### config.mk
export PLATFORM = sky130hd
export DESIGN_NAME = round_robin_cmerge_arbiter
export DESIGN_NICKNAME = d
export VERILOG_FILES = /design/src/rtl/round_robin_cmerge_arbiter.sv
export SDC_FILE = /design/constraint.sdc
export NUM_CORES = 1
export LEC_CHECK = 0
export BUFFER_PORTS_ARGS = -buffer_cell sky130_fd_sc_hd__buf_2
export CAP_MARGIN = 10
export CORE_AREA = 2 2 39 41
export DETAILED_ROUTE_END_ITERATION = 7
export DIE_AREA = 0 0 41 43
export SYNTH_ARGS = -nofsm -noshare
export SYNTH_HDL_FRONTEND = slang
export SYNTH_SLANG_ARGS = --single-unit
### constraint.sdc
create_clock -name clk -period 3 [get_ports clk]
set_input_delay 0.3 -clock clk [delete_from_list [all_inputs] [get_ports clk]]
set_output_delay 0.3 -clock clk [all_outputs]
set_load 0.05 [all_outputs]
### src/rtl/round_robin_cmerge_arbiter.sv
// Registered round-robin merge for dataless control tokens. It holds one token in a
// single slot and forks it to a token channel and an index channel; each channel drains on its own.
module round_robin_cmerge_arbiter #(
    parameter int SIZE       = 2,
    parameter int INDEX_TYPE = 1
) (
    input  logic                  clk,
    input  logic                  rst,
    input  logic [SIZE-1:0]       ins_valid,
    output logic [SIZE-1:0]       ins_ready,
    output logic                  outs_valid,
    input  logic                  outs_ready,
    output logic [INDEX_TYPE-1:0] index,
    output logic                  index_valid,
    input  logic                  index_ready
);
    localparam int PTR_W = (SIZE > 1) ? $clog2(SIZE) : 1;
    localparam logic [PTR_W-1:0] LAST = PTR_W'(SIZE - 1);

    logic             slot_full_q, slot_full_d;
    logic [PTR_W-1:0] slot_idx_q, slot_idx_d;
    logic             sent_outs_q, sent_outs_d;
    logic             sent_index_q, sent_index_d;
    logic [PTR_W-1:0] ptr_q, ptr_d;

    logic             done_o, done_i, drain, can_load, any_valid, accept;
    logic [PTR_W-1:0] win;

    assign outs_valid  = slot_full_q & ~sent_outs_q;
    assign index_valid = slot_full_q & ~sent_index_q;
    assign done_o      = sent_outs_q | (outs_valid & outs_ready);
    assign done_i      = sent_index_q | (index_valid & index_ready);
    assign drain       = slot_full_q & done_o & done_i;
    // Gating with rst keeps every grant low while reset is held.
    assign can_load    = (~slot_full_q | drain) & rst;
    assign accept      = any_valid & can_load;

    always_comb begin
        index = '0;
        index[PTR_W-1:0] = slot_idx_q;
    end

    // Rotating scan: the first valid input at or after ptr wins.
    always_comb begin
        int cand;
        any_valid = 1'b0;
        win       = '0;
        cand      = 0;
        for (int off = 0; off < SIZE; off++) begin
            cand = int'(ptr_q) + off;
            if (cand >= SIZE) cand = cand - SIZE;
            if (!any_valid && ins_valid[cand]) begin
                any_valid = 1'b1;
                win       = PTR_W'(cand);
            end
        end
    end

    always_comb begin
        ins_ready = '0;
        if (accept) ins_ready[win] = 1'b1;
    end

    always_comb begin
        slot_full_d  = slot_full_q;
        slot_idx_d   = slot_idx_q;
        sent_outs_d  = sent_outs_q;
        sent_index_d = sent_index_q;
        ptr_d        = ptr_q;
        if (accept) begin
            slot_full_d  = 1'b1;
            slot_idx_d   = win;
            sent_outs_d  = 1'b0;
            sent_index_d = 1'b0;
            ptr_d        = (win == LAST) ? '0 : win + 1'b1;
        end else if (drain) begin
            slot_full_d  = 1'b0;
            sent_outs_d  = 1'b0;
            sent_index_d = 1'b0;
        end else if (slot_full_q) begin
            sent_outs_d  = done_o;
            sent_index_d = done_i;
        end
    end

    always_ff @(posedge clk or negedge rst) begin
        if (!rst) begin
            slot_full_q  <= 1'b0;
            slot_idx_q   <= '0;
            sent_outs_q  <= 1'b0;
            sent_index_q <= 1'b0;
            ptr_q        <= '0;
        end else begin
            slot_full_q  <= slot_full_d;
            slot_idx_q   <= slot_idx_d;
            sent_outs_q  <= sent_outs_d;
            sent_index_q <= sent_index_d;
            ptr_q        <= ptr_d;
        end
    end
endmodule

### Word level (Yosys, flattened, before mapping)

Index checks and enable logic that the tools add are counted.

| storage, ports and cells | value |
|---|---|
| memories kept | 0 |
| logic and storage cells | 58 |
| bits in read-only memories | 0 |
| bits in registers | 5 |
| latch bits | 0 |
| bits of input ports | 6 |
| memory bits (writable) | 0 |

| operators by class | value |
|---|---|
| reduce and logical (&&, ||, !) cells | 5 |
| $mul | 0 |
| divide/modulo/power cells | 0 |
| add/sub/neg operators | 4 |
| muxes and demuxes | 24 |
| magnitude comparators | 6 |
| shift-type cells | 0 |
| equality and inequality tests | 0 |
| bitwise logic cells | 14 |

Operators by type and width:

| cell | count |
|---|---|
| 32-bit by 3-bit < comparator with 1-bit output (second input constant) | 2 |
| 32-bit two-way mux | 2 |
| 1-bit two-way mux | 20 |
| 1-bit AND | 8 |
| 1-bit inverter | 3 |
| 1-bit OR | 3 |
| 3-bit nonzero test | 1 |
| 1-bit by 2-bit subtractor with 3-bit output (second input constant) | 1 |
| 2-bit by 2-bit subtractor with 3-bit output (second input constant) | 1 |
| 1-bit by 1-bit adder with 2-bit output (second input constant) | 1 |
| 1-bit by 2-bit greater-or-equal comparator with 1-bit output (second input constant) | 1 |
| 2-bit greater-or-equal comparator (second input constant) | 1 |
| 1-bit logical AND | 2 |
| 1-bit by 2-bit < comparator with 1-bit output (second input constant) | 1 |
| 2-bit two-way mux | 1 |
| 2-bit nonzero test | 1 |
| 1-bit adder (second input constant) | 1 |
| 1-bit demux with 1-bit select | 1 |
| 1-bit greater-or-equal comparator (second input constant) | 1 |
| 1-bit zero test | 1 |

### Logic depth before layout (Yosys ltp)

Gate-level depths: netlist of the first run.

| logic depth | value |
|---|---|
| depth after elaboration | 14 |
| gate-level depth with buffers | 3 |

### Worst setup path before layout of the first run

OpenSTA, ideal clock, no wires.

| path | value |
|---|---|
| path kind | reg-to-output |
| start | reg sent_index_q |
| end | out ins_ready[1] |
| stages on the path, launching flop included | 4 |
| buffers on the path | 0 |
| data arrival time | 1437 ps |
| slack | 1263 ps |
| cells stage by stage | dfrtp_1 -> o22ai_2 -> a21oi_4 -> nor2b_1 |

| on the way | value |
|---|---|
| cells in the longest elaborated chain, start to end | 9 |

RTL lines:

| item | line | source |
|---|---|---|
| start, declared | 23 | `logic sent_index_q, sent_index_d;` |
| start signal, assigned | 97 | `sent_index_q <= sent_index_d;` |
| 1-bit inverter | 30 | `assign index_valid = slot_full_q & ~sent_index_q;` |
| 1-bit AND | 30 |  |
| 1-bit AND | 32 | `assign done_i = sent_index_q \| (index_valid & index_ready);` |
| 1-bit OR * | 32 |  |
| 1-bit AND * | 33 | `assign drain = slot_full_q & done_o & done_i;` |
| 1-bit OR * | 35 | `assign can_load = (~slot_full_q \| drain) & rst;` |
| 1-bit AND * | 35 |  |
| 1-bit AND * | 36 | `assign accept = any_valid & can_load;` |
| 2-bit two-way mux * | 61 | `if (accept) ins_ready[win] = 1'b1;` |
| end, declared | 10 | `output logic [SIZE-1:0] ins_ready,` |

Every way passes the cells marked *; elsewhere a longest branch is shown, timed or not.

### Final worst setup path of the first run

| path | value |
|---|---|
| start | in rst |
| end | out ins_ready[1] |

| on the way | value |
|---|---|
| cells in the longest elaborated chain, start to end | 3 |

RTL lines:

| item | line | source |
|---|---|---|
| start, declared | 8 | `input logic rst,` |
| 1-bit AND | 35 |  |
| 1-bit AND | 36 |  |
| 2-bit two-way mux | 61 |  |

No other way between the ends.

==> results.md, run 1 <==
- Worst-path clk slew: 40 ps
- Most common cell after layout, fill and taps aside: buf_2
- Hold_sp: outs_ready
- Final setup viols: 0
- Setup CP Type: input port to primary output
- Mux share of post-synthesis cell area: 0.09050
- Adder-cell share of the synthesized area: 0
- Logic pwr share: 0.401
- Syn nets: 32
- Hold depth: 2
- Initial antenna violation count: 0
- Leak Pwr: 0.0001831 uW
- CP required: 2700 ps
- Net Sw Frac: 0.4145
- First-pass GRT wire length: 834 um
- Rows: 14
- Final Hold Fails: 0
- Internal reg-to-reg setup slack: 1800 ps
- Drt wl/cell: 9.491 um
- Clock sink total: 5
- Tcrit/Tclk final: 0.6742
- Clock skew: 0.09476 ps
- HPWL after DPL: 426.9 um
- Worst Hold Path EP: sent_index_q$_DFFE_PN0P_
- P&R area growth vs syn: 38.46%
- Drt initial violations: 3
- IO Pins: 11
- Place WS: 1502 ps
- Main combinational cell family by area after synthesis: compound AO/OA/AOI/OAI gates
- Internal power: 175.2 uW
- Post-layout minimum cycle time: 2023 ps
- Endpoint type of the worst setup path: primary output
- Gate count after technology mapping: 26
- CTS resizes: 0
- Initial Utilization: 0.1998
- FF-to-FF Start: sent_index_q$_DFFE_PN0P_
- Die W: 41 um
- XOR/XNOR share of the synthesized area: 0
- Netlist Area Pre-Place: 276.5 um2
- Hold slack: 287.4 ps
- Crit Reg-Reg Endpoint: ptr_q$_DFFE_PN0P_
- Simple-gate share of the synthesized area: 0.1674
- RSZ-0062 raised after global routing: no
- Clock Tree Root: clkbuf_4
- Sw power: 124.1 uW
- Drt via density: 4.228
- WL final: 541 um
- Peak supply drop: 0.0003737 V
- Total gr overflow: 0
- HP Class: input port to flip-flop
- First-pass DRT Iterations: 2
- GRT Total Usage: 0.07568
- R2R cell count: 3
- PwrDens: 781.6 nW/um2
- Fill cells: 153
- DR vias: 241
- IO buf count: 10
- Register Area: 125.1 um2
- Layout cells sized above 1: 0.4146
- Sequential-to-total area share from yosys stat: 0.4525
- Antenna violation net count after detailed routing: 0
- Seq pwr share: 0.339
- Worst Path Max Fanout: 6
- Area of the core: 1384 um2
- Power share of the clock group: 0.260
- Final setup margin: 977.4 ps
- Least-Margin Pin Slew: 422.7 ps
- Vias in the first global route: 211
- CTS tree: done
- Warnings from Yosys: 0
- Commonest cells after routing, fill and taps aside: 10 x buf_2, 5 x dfrtp_1, 3 x o21ai_0, 3 x nand2_1, 3 x clkbuf_4
- Post-synthesis cell type count: 16
- Worst rel slew slack: 0.7153
- Yosys reg bits: 5
- Status: finished clean
- Fin nets: 48
- Placed inst area: 346.6 um2
- Max-slew violations: 0
- Die area: 1763 um2
- Complex-gate fraction of the synthesized area: 0.2624
- Largest net degree at the start of global routing: 9
- Die height: 43 um
- Final core utilization: 0.2767
- Multi-input gate area: 143.9 um2
- Maximum clock insertion buffer count: 2
- Fin Setup TNS: 0 ps
- Startpoint types: input port
- CP arrival: 1720 ps
- N_diodes: 0
- Total CTS buffers: 3
- H-tree depth reported by CTS: 1
- Total of max-cap violations: 0
- Max frequency: 494.4 MHz
- Final Instance Area: 382.9 um2
- Placer Congestion: 0.6323
- Syn Area/Cell: 10.64 um2
- DRC: 0
- Skew-Pair Late Insertion Delay: 240 ps
==> logic make-up after synthesis <==
| kind of cell | count (synthesis) |
|---|---|
| mux | 2 |
| compound gates | 9 |
| simple gates | 8 |
| buf+inv | 2 |
| flops | 5 |
==> cell type report <==
type | count | area share
tap | 16 | 0.05229
timing repair buffer | 11 | 0.1569
inverter | 2 | 0.01961
multi-input combinational | 19 | 0.3758
clock buffer | 4 | 0.06863
sequential | 5 | 0.3268
==> through the flow <==
step / total power [uW] / instances
after detailed placement: 222.1 / 52
after floorplan: 194.1 / 26
after global placement: 220.3 / 52
final: 299.3 / 57
after CTS: 304.6 / 57
after global routing: 318.0 / 57
==> power by group through the flow <==
| stage | combinational (uW) | clock [uW] | sequential [uW] |
|---|---|---|---|
| floorplan | 76.5 | 0 | 118 |
| global placement | 118 | 0 | 102 |
| detailed placement | 120 | 0 | 102 |
| CTS | 121 | 81.4 | 102 |
| global route | 127 | 86.5 | 104 |
| finish | 120 | 77.9 | 102 |
==> worst max-delay path, stage by stage <==
cell and delay, ps:
dlygate4sd3_1 520, buf_2 180, o21ai_2 110, a21oi_4 190, nor2b_1 150, buf_2 270
==> cells in the mapped netlist <==
| library cell | count | area [um2] |
|---|---|---|
| and2_1 | 1 | 6.260 |
| o31ai_1 | 1 | 7.510 |
| mux2_4 | 1 | 15.01 |
| a21oi_4 | 1 | 16.27 |
| o21ai_2 | 1 | 8.760 |
| inv_1 | 2 | 7.510 |
| nand2_1 | 3 | 11.26 |
| nand3b_1 | 1 | 7.510 |
| o22ai_2 | 1 | 12.51 |
| o211ai_1 | 1 | 7.510 |
| o21ai_0 | 3 | 15.01 |
| o21ai_1 | 1 | 5.000 |
| mux2i_1 | 1 | 10.01 |
| nor2b_1 | 1 | 6.260 |
| and2b_1 | 2 | 15.01 |
| dfrtp_1 | 5 | 125.1 |
==> layer usage <==
| metal | wire [um] | vias up | GRT usage |
|---|---|---|---|
| li1 | - | 122 | - |
| met1 | 256 | 104 | 0.08824 |
| met2 | 211 | 13 | 0.09375 |
| met3 | 62 | 2 | 0.03141 |
| met4 | 10 | 0 | 0.08000 |
| met5 | 0 | - | 0 |
==> flip-flops by register name, indices dropped and copies added (netlist names) <==
| register | cells |
|---|---|
| index | 1 |
| ptr_q | 1 |
| sent_index_q | 1 |
| sent_outs_q | 1 |
| slot_full_q | 1 |
==> how the worst max path moves through the flow <==
stage,endpoint,startpoint,slack [ps],depth (start not counted)
after CTS,ins_ready[1],rst,970,6
after global routing,ins_ready[1],rst,880,6
after global placement,ins_ready[0],ins_valid[0],1520,5
final,ins_ready[1],rst,980,6
after detailed placement,ins_ready[0],ins_valid[0],1500,5
after floorplan,ins_ready[1],sent_index_q$_DFFE_PN0P_,1260,3
==> what timing repair did <==
action                                 in CTS  in global routing
endpoints found under the hold margin       5                  0
buffers inserted                            0                  0
hold buffers                                1                  0
No activity file was read; power rests on OpenSTA's default activity.
==> run 2, diff against run 1 <==
Clock period 3 ns to 2 ns, I/O delays scaled along.
==> run 2 against run 1 <==
Critical path depth did not move. Combinational power grew 50%. Total power is 49% higher. Count of clock-buffer cells in the layout stayed put. Cell count unchanged. Non-clock buffer count unchanged. Final area unchanged. Global-route usage unchanged. First-iteration DRC count unchanged. Core utilization unchanged. Sequential power grew 48%. Critical path type unchanged. Critical endpoint unchanged.
==> results.md, run 2 (synthesized netlist as in run 1, its figures left out) <==
- Status: finished clean (unchanged)
- RSZ-0062 raised after global routing: no (unchanged)
- First-pass DRT Iterations: 3 (was 2)
- Max frequency: 556.0 MHz
- CP cell instances: dlygate4sd3_1 -> buf_2 -> o21ai_2 -> a21oi_4 -> nor2b_1 -> buf_2 (unchanged)
- Post-layout minimum cycle time: 1798 ps
- CP arrival: 1600 ps (was 1720 ps)
- # Post-CTS Setup Buffers: 0 (unchanged)
- Drt wl/cell: 8.947 um (was 9.491 um)
- Die height: 43 um (unchanged)
- IO buf count: 10 (unchanged)
- Hold depth: 2 (unchanged)
- Die W: 41 um (unchanged)
- Final Instance Area: 382.9 um2 (unchanged)
- H-tree depth reported by CTS: 1 (unchanged)
- R2R cell count: 3 (unchanged)
- Commonest cells after routing, fill and taps aside: 10 x buf_2, 5 x dfrtp_1, 3 x o21ai_0, 3 x nand2_1, 3 x clkbuf_4 (unchanged)
- DR vias: 233 (was 241)
- Worst Path Max Fanout: 6 (unchanged)
- CTS resizes: 0 (unchanged)
- Fill cells: 150 (was 153)
- Leak Pwr: 0.0001831 uW (unchanged)
- Worst Hold Path EP: sent_index_q$_DFFE_PN0P_ (unchanged)
- Rows: 14 (unchanged)
- Worst-path clk slew: 40 ps (about the same)
- WL final: 510 um (was 541 um)
- Skew-Pair Late Insertion Delay: 240 ps (about the same)
- Drt via density: 4.088 (was 4.228)
- Antenna violation net count after detailed routing: 0 (unchanged)
- Vias in the first global route: 221 (was 211)
- Hold slack: 190.0 ps (was 287.4 ps)
- FF-to-FF Start: sent_index_q$_DFFE_PN0P_ (unchanged)
- Final setup viols: 0 (unchanged)
- Clock skew: 1.936 ps (was 0.09476 ps)
- Worst path slowest cell: dlygate4sd3_1 (unchanged)
- Most common cell after layout, fill and taps aside: buf_2 (unchanged)
- Fin Setup TNS: 0 ps (unchanged)
- Initial antenna violation count: 0 (unchanged)
- CP max stage delay: 510 ps (was 520 ps)
- Register Area: 125.1 um2 (unchanged)
- Worst path top cell family by delay: buffers and inverters (unchanged)
- PwrDens: 1168 nW/um2 (was 781.6 nW/um2)
- Final setup margin: 201.5 ps (was 977.4 ps)
- Drt initial violations: 3 (unchanged)
- Endpoint type of the worst setup path: primary output (unchanged)
- Total CTS buffers: 3 (unchanged)
- HP Class: input port to flip-flop (unchanged)
- Setup CP Type: input port to primary output (unchanged)
- Hold_buf cts: 1 (unchanged)
- First-pass GRT wire length: 834 um (unchanged)
- Area of the core: 1384 um2 (unchanged)
- Final Hold Fails: 0 (unchanged)
- Internal reg-to-reg setup slack: 820 ps (was 1800 ps)
- Most used cell, CP: buf_2 (unchanged)
- Initial Utilization: 0.1998 (unchanged)
- Worst rel slew slack: 0.7616 (was 0.7153)
- Placed inst area: 346.6 um2 (unchanged)
- Crit Reg-Reg Endpoint: ptr_q$_DFFE_PN0P_ (unchanged)
- CTS tree: done (unchanged)
- Tcrit/Tclk final: 0.8992
- Multi-input gate area: 143.9 um2 (unchanged)
- Max-slew violations: 0 (unchanged)
- Peak supply drop: 0.0003823 V (was 0.0003737 V)
- Clock Tree Root: clkbuf_4 (unchanged)
- Hold_sp: outs_ready (unchanged)
- Place WS: 665.1 ps (was 1502 ps)
- Startpoint types: input port (unchanged)
- Layout cells sized above 1: 0.4146 (unchanged)
- Least-Margin Pin Slew: 353.8 ps (was 422.7 ps)
- Total of max-cap violations: 0 (unchanged)
- Clock sink total: 5 (unchanged)
- GRT Total Usage: 0.07568 (unchanged)
- Maximum clock insertion buffer count: 2 (unchanged)
- Largest net degree at the start of global routing: 9 (unchanged)
- IO Pins: 11 (unchanged)
- Die area: 1763 um2 (unchanged)
- N_diodes: 0 (unchanged)
- Fin nets: 48 (unchanged)
- Worst Path Buf+Inv: 3 (unchanged)
- Placer Congestion: 0.6557 (was 0.6323)
- P&R area growth vs syn: 38.46% (unchanged)
- Total gr overflow: 0 (unchanged)
- CP required: 1800 ps (was 2700 ps)
- DRC: 0 (unchanged)
[run 2: cell counts in the layout (fill, tap and decap cells not counted)]
No cell type changed its count.
[run 2: worst reg2reg max path, stage by stage (launching register included)]
cell     delay (ps)
dfrtp_1         410
o22ai_2         130
a21oi_4         210
mux2_4          320
[run 2: worst max path at each step]
stage | startpoint | end | cells after the start
global placement | sent_index_q$_DFFE_PN0P_ | ins_ready[1] | 4
finish | rst | ins_ready[1] | 6
floorplan | sent_index_q$_DFFE_PN0P_ | ins_ready[1] | 3
detailed placement | sent_index_q$_DFFE_PN0P_ | ins_ready[1] | 4
CTS | rst | ins_ready[1] | 6
global route | rst | ins_ready[1] | 6
[run 2: per-layer routing]
layer  GRT usage  part of all wire  vias to the layer above
met1     0.09150              0.49                      102
met4     0.08000                 0                        0
met3     0.03141              0.11                        0
li1            -                 -                      120
met2     0.09063              0.40                       11
met5           0                 0                        -
[run 2: area by class of cell]
| class | instances | area share |
|---|---|---|
| Multi-Input combinational cell | 19 | 0.3758 |
| Sequential cell | 5 | 0.3268 |
| Timing Repair Buffer | 11 | 0.1569 |
| Clock buffer | 4 | 0.06863 |
| Tap cell | 16 | 0.05229 |
| Inverter | 2 | 0.01961 |
[run 2: stage by stage]
stage | instances | utilization | total power (uW)
floorplan | 26 | - | 291.1
global placement | 52 | 0.2505 | 331.6
detailed placement | 52 | 0.2505 | 332.1
CTS | 57 | 0.2767 | 455.5
global route | 57 | 0.2767 | 479.7
finish | 57 | 0.2767 | 447.3
[run 2: where the power goes]
part           switching, uW  internal (uW)  total (uW)
registers               23.1            128         151
clock network           40.5           75.4         116
logic                    121           59.2         180
total                    184            263         447
